--- src/rtl/serial_sub_ctrl.sv ---
`default_nettype none
// ============================================================================
// Module      : serial_sub_ctrl
// Description : Bit-serial subtractor (a - b, LSB first) built on one reused
//               full-adder slice, with IDLE/RUN/DONE handshake control.
// Revision    : 1.0 - initial release
// ============================================================================
module serial_sub_ctrl #(
    parameter int WIDTH = 8
) (
    input  logic             clk,
    input  logic             rst,
    input  logic             start,
    input  logic [WIDTH-1:0] a,
    input  logic [WIDTH-1:0] b,
    output logic             ready,
    output logic             busy,
    output logic             done,
    output logic [WIDTH-1:0] diff,
    output logic             c_out,
    output logic             ovf
);

    localparam int CW = $clog2(WIDTH + 1);

    localparam logic [1:0] c_st_idle = 2'd0;
    localparam logic [1:0] c_st_run  = 2'd1;
    localparam logic [1:0] c_st_done = 2'd2;

    localparam logic [CW-1:0] c_last_bit = CW'(WIDTH - 1);

    logic [1:0]       r_state;
    logic [1:0]       w_state_nxt;
    logic [WIDTH-1:0] r_a_sh;
    logic [WIDTH-1:0] r_b_sh;
    logic [WIDTH-1:0] r_res;
    logic [WIDTH-1:0] r_diff;
    logic             r_carry;
    logic             r_c_out;
    logic             r_ovf;
    logic [CW-1:0]    r_cnt;

    logic             w_b_inv;
    logic             w_sum;
    logic             w_carry_nxt;
    logic             w_last;
    logic [WIDTH-1:0] w_res_nxt;

    // Single full-adder slice: a + ~b + carry, one bit per RUN cycle
    assign w_b_inv     = ~r_b_sh[0];
    assign w_sum       = r_a_sh[0] ^ w_b_inv ^ r_carry;
    assign w_carry_nxt = (r_a_sh[0] & w_b_inv) | (r_a_sh[0] & r_carry) | (w_b_inv & r_carry);
    assign w_last      = (r_cnt == c_last_bit);
    assign w_res_nxt   = {w_sum, r_res[WIDTH-1:1]};

    always_ff @(posedge clk) begin
        if (rst) begin
            r_state <= c_st_idle;
        end else begin
            r_state <= w_state_nxt;
        end
    end

    always_comb begin
        w_state_nxt = r_state;
        unique case (r_state)
            c_st_idle: if (start) w_state_nxt = c_st_run;
            c_st_run:  if (w_last) w_state_nxt = c_st_done;
            c_st_done: w_state_nxt = c_st_idle;
            default:   w_state_nxt = c_st_idle;
        endcase
    end

    always_comb begin
        ready = (r_state == c_st_idle);
        busy  = (r_state == c_st_run);
        done  = (r_state == c_st_done);
    end

    always_ff @(posedge clk) begin
        if (rst) begin
            r_a_sh  <= '0;
            r_b_sh  <= '0;
            r_res   <= '0;
            r_carry <= 1'b0;
            r_cnt   <= '0;
            r_diff  <= '0;
            r_c_out <= 1'b0;
            r_ovf   <= 1'b0;
        end else begin
            unique case (r_state)
                c_st_idle: begin
                    if (start) begin
                        r_a_sh  <= a;
                        r_b_sh  <= b;
                        r_carry <= 1'b1;
                        r_cnt   <= '0;
                    end
                end
                c_st_run: begin
                    r_a_sh  <= r_a_sh >> 1;
                    r_b_sh  <= r_b_sh >> 1;
                    r_res   <= w_res_nxt;
                    r_carry <= w_carry_nxt;
                    r_cnt   <= r_cnt + 1'b1;
                    // On the MSB slice r_carry is the MSB carry-in, so ovf = cin ^ cout
                    if (w_last) begin
                        r_diff  <= w_res_nxt;
                        r_c_out <= w_carry_nxt;
                        r_ovf   <= r_carry ^ w_carry_nxt;
                    end
                end
                default: ;
            endcase
        end
    end

    assign diff  = r_diff;
    assign c_out = r_c_out;
    assign ovf   = r_ovf;

endmodule
`default_nettype wire

--- config.mk ---
export PLATFORM = sky130hd
export DESIGN_NAME = serial_sub_ctrl
export DESIGN_NICKNAME = d
export VERILOG_FILES = /design/src/rtl/serial_sub_ctrl.sv
export SDC_FILE = /design/constraint.sdc
export NUM_CORES = 1
export LEC_CHECK = 0
export ABC_AREA = 1
export BUFFER_PORTS_ARGS = -buffer_cell sky130_fd_sc_hd__buf_2
export CAP_MARGIN = 20
export CORE_MARGIN = 4
export CORE_UTILIZATION = 54
export DETAILED_ROUTE_END_ITERATION = 10
export PLACE_DENSITY = 0.78
export SYNTH_ARGS = -nofsm -noshare
export SYNTH_HDL_FRONTEND = slang
export SYNTH_SLANG_ARGS = --single-unit
export TNS_END_PERCENT = 50
--- constraint.sdc ---
create_clock -name clk -period 1.7 [get_ports clk]
set_input_delay 0.34 -clock clk [delete_from_list [all_inputs] [get_ports clk]]
set_output_delay 0.34 -clock clk [all_outputs]
set_load 0.01 [all_outputs]
==> impl_metrics.yaml <==
sta:
  finalWorstPathRequiredPeriod_ns: 1.50
  tns_ns: 0
  report.final.setup_viol: 0
  rsz0062_at_grt: "false"
  fin_skew_ns: 0.00461
  timing.final.hold_violations: 0
  timing.final.max_slew_violations: 0
  setup_ws_ns: 0.196
  period_utilization: 0.885
  tightestPinTransition_ns: 0.644
  clock.fmax_mhz: 665
  max_slew_margin: 0.570
  worst_hold_slack_ns: 0.238
cells_and_area:
  flow.area_growth_from_synthesis_pct: 16.0
  n_fill_cell: 308
  layout.area.seq_sq_um: 801
  layout-drive-gt1-share: 0.172
  antenna_cells: 0
  count_of_nets_after_finishing: 318
  post-route-util: 0.657
  finish.cell_count_without_fillers: 341
  multi_input_comb_area_sq_um: 782
  final_design_area_no_fill_sq_um: 2020
synth:
  synth.lib_cells_used.distinct: 18
  synth_top_cells_by_count: "nor2_1, nand2_1, dfxtp_1"
  synth.net_count: 282
  number_of_enable_type_register_cells_in_the_synthesized_netlist: 0
  ys_dominant_reg_cell: "dfxtp_1"
  post_synthesis_cell_count: 261
  synth_top_area_cell: "dfxtp_1"
  synth.yosys.seq_area_share: 0.459
  synth.yosys.warnings: 0
  mappedNetlistArea_sq_um: 1740
  ys_ff_latch: 40
  yosys.cell_count.top_type: "nor2_1"
  ys_top_cells_by_area: "dfxtp_1, nor2_1, nand2_1"
  synthesis.area_per_instance_sq_um: 6.68
  synth_largest_type_area_fraction: 0.459
  synthArstFlopShare: 0
die:
  die_height_microns: 64.8
  design.portCount: 32
  initial_core_util: 0.567
  placeableCoreArea_sq_um: 3080
  die_width_microns: 64.8
  die-area_sq_um: 4200
  core.rowCount: 20
worst_setup_path:
  worst-endpoint-required_ns: 1.36
  timing.rr.start: "r_carry"
  timing.critical_path.slowest_cell_delay_ns: 0.43
  crit_path_max_fanout: 3
  critical_path_arrival_ns: 1.16
  criticalPathCategory: "reg2out"
  cpLargestDelayFamily: "flip-flops"
  crit_path_end_kind: "output port"
  cp-start-kind: "register"
  timing.critical_path.cells: "inv_1, nor2_1, buf_2"
  worst_path_max_delay_cell: "dfxtp_1"
  timing.critical_path.buf_inv: 2
  worst_setup_path_startpoint: "r_state[1]"
drt:
  routed-via-count: 1603
  detail_route.first_pass.iterations: 4
  detail_route.iter0.violations: 72
  route.detailed.drc: 0
  detail_route.vias_per_cell: 4.70
  postRouteWirelength_microns: 3490
  post_drt_wl_per_cell_microns: 10.2
  drt.antenna.violating_nets: 0
placement:
  place_area_sq_um: 1970
  gp_congestion: 0.759
  dp.final_hpwl_microns: 2510
  io_buffer_count: 31
  detailedPlace.worstSlack_ns: 0.344
  place.detailed.instances: 334
clock_tree:
  cts_hold_repair.buffers: 0
  cts-buffers-inserted: 5
  htree_num_levels: 2
  clock_latency_ns: 0.33
  cts.root.buffer_cell: "clkbuf_4"
  postCtsSetupRepairBufs: 0
  clk_pin_slew_worst_paths_ns: 0.11
  cts.sink_count: 40
  tritoncts_clock_tree: "yes"
  cts_max_path_buffers: 2
min_path:
  worst_hold_path_type: "in2reg"
  timing.hold.worst.start: "b[7]"
power_and_ir_drop:
  pwr_density_cell_nw_per_um2: 835
  finalPower_mw: 1.69
  static-leakage-power_nw: 0.974
  ir_drop_mv: 0.621
grt:
  first_global_vias: 1510
  grt_overflow: 0
  antenna_found_initial: 0
  global_route_wire_length_before_repair_microns: 6190
  grt.total_usage: 0.189
  grt_max_degree: 25
job:
  maxCapViolations: 0
status:
  status: "complete, no violations"
[final timing paths]
kind                to  slack (ns)  depth (start not counted)
max               done        0.20                          3
min          r_b_sh[7]        0.24                          3
max reg2reg        ovf        0.40                          8
min reg2reg   r_res[6]        0.46                          2
[worst reg2reg max path: stages (launching register included)]
cell and delay [ns]:
dfxtp_1 0.36, inv_1 0.07, fa_1 0.40, inv_1 0.09
nand2_1 0.05, nand2_1 0.06, nand3_1 0.06, nand2_1 0.07
nor2_1 0.05
[sequential cells by signal, summed over array words and instances, names as in the netlist]
signal	cells
r_res	7
r_carry	1
r_cnt	4
r_b_sh	8
r_state	2
r_a_sh	8
c_out	1
diff	8
ovf	1
[cells in the final DEF, fill, tap and decap left out, types with 2 or more instances in the layout]
cell and instances:
nand3_1 29, a21oi_1 13, nor2_1 61, nand2_1 60, inv_1 29, clkbuf_4 5, nand2_2 2, o21ai_0 9
dfxtp_1 40, buf_2 31, buf_4 10
[power by group]
part / leakage [nW] / switching, mW / internal (mW)
combinational: 0.619 / 0.154 / 0.0992
clock: 0.0281 / 0.280 / 0.153
sequential: 0.327 / 0.0217 / 0.983
total: 0.974 / 0.455 / 1.23
[layout make-up]
type	count	share of cell area
Sequential cell	40	0.396
Clock buffer	6	0.0204
Multi-Input combinational cell	180	0.387
Clock inverter	1	0.00247
Timing Repair Buffer	41	0.114
Inverter	29	0.0538
Tap cell	44	0.0272
[logic make-up (layout without fill, tap and decap cells)]
family	Yosys count	after routing	share of synthesized area
and+or+nand+nor	155	155	0.361
buffers and inverters	41	77	0.0954
DFF	40	40	0.459
AOI/OAI and AO/OA	23	23	0.0660
adders and majority gates	2	2	0.0187
[layer usage]
| metal | wire length, microns | track usage | part of all wire | vias to the layer above |
|---|---|---|---|---|
| met3 | 165 | 0.0641 | 0.047 | 5 |
| li1 | - | - | - | 878 |
| met2 | 1630 | 0.308 | 0.47 | 25 |
| met1 | 1650 | 0.237 | 0.47 | 695 |
| met4 | 36 | 0.0501 | 0.010 | 0 |
| met5 | 0 | 0 | 0 | - |
[what timing repair did]
item	4_1_cts	5_1_grt
resized for setup	0	1
endpoints found under the hold margin	0	0
endpoints found under the setup margin	0	1
No activity file was read; power rests on OpenSTA's default activity.
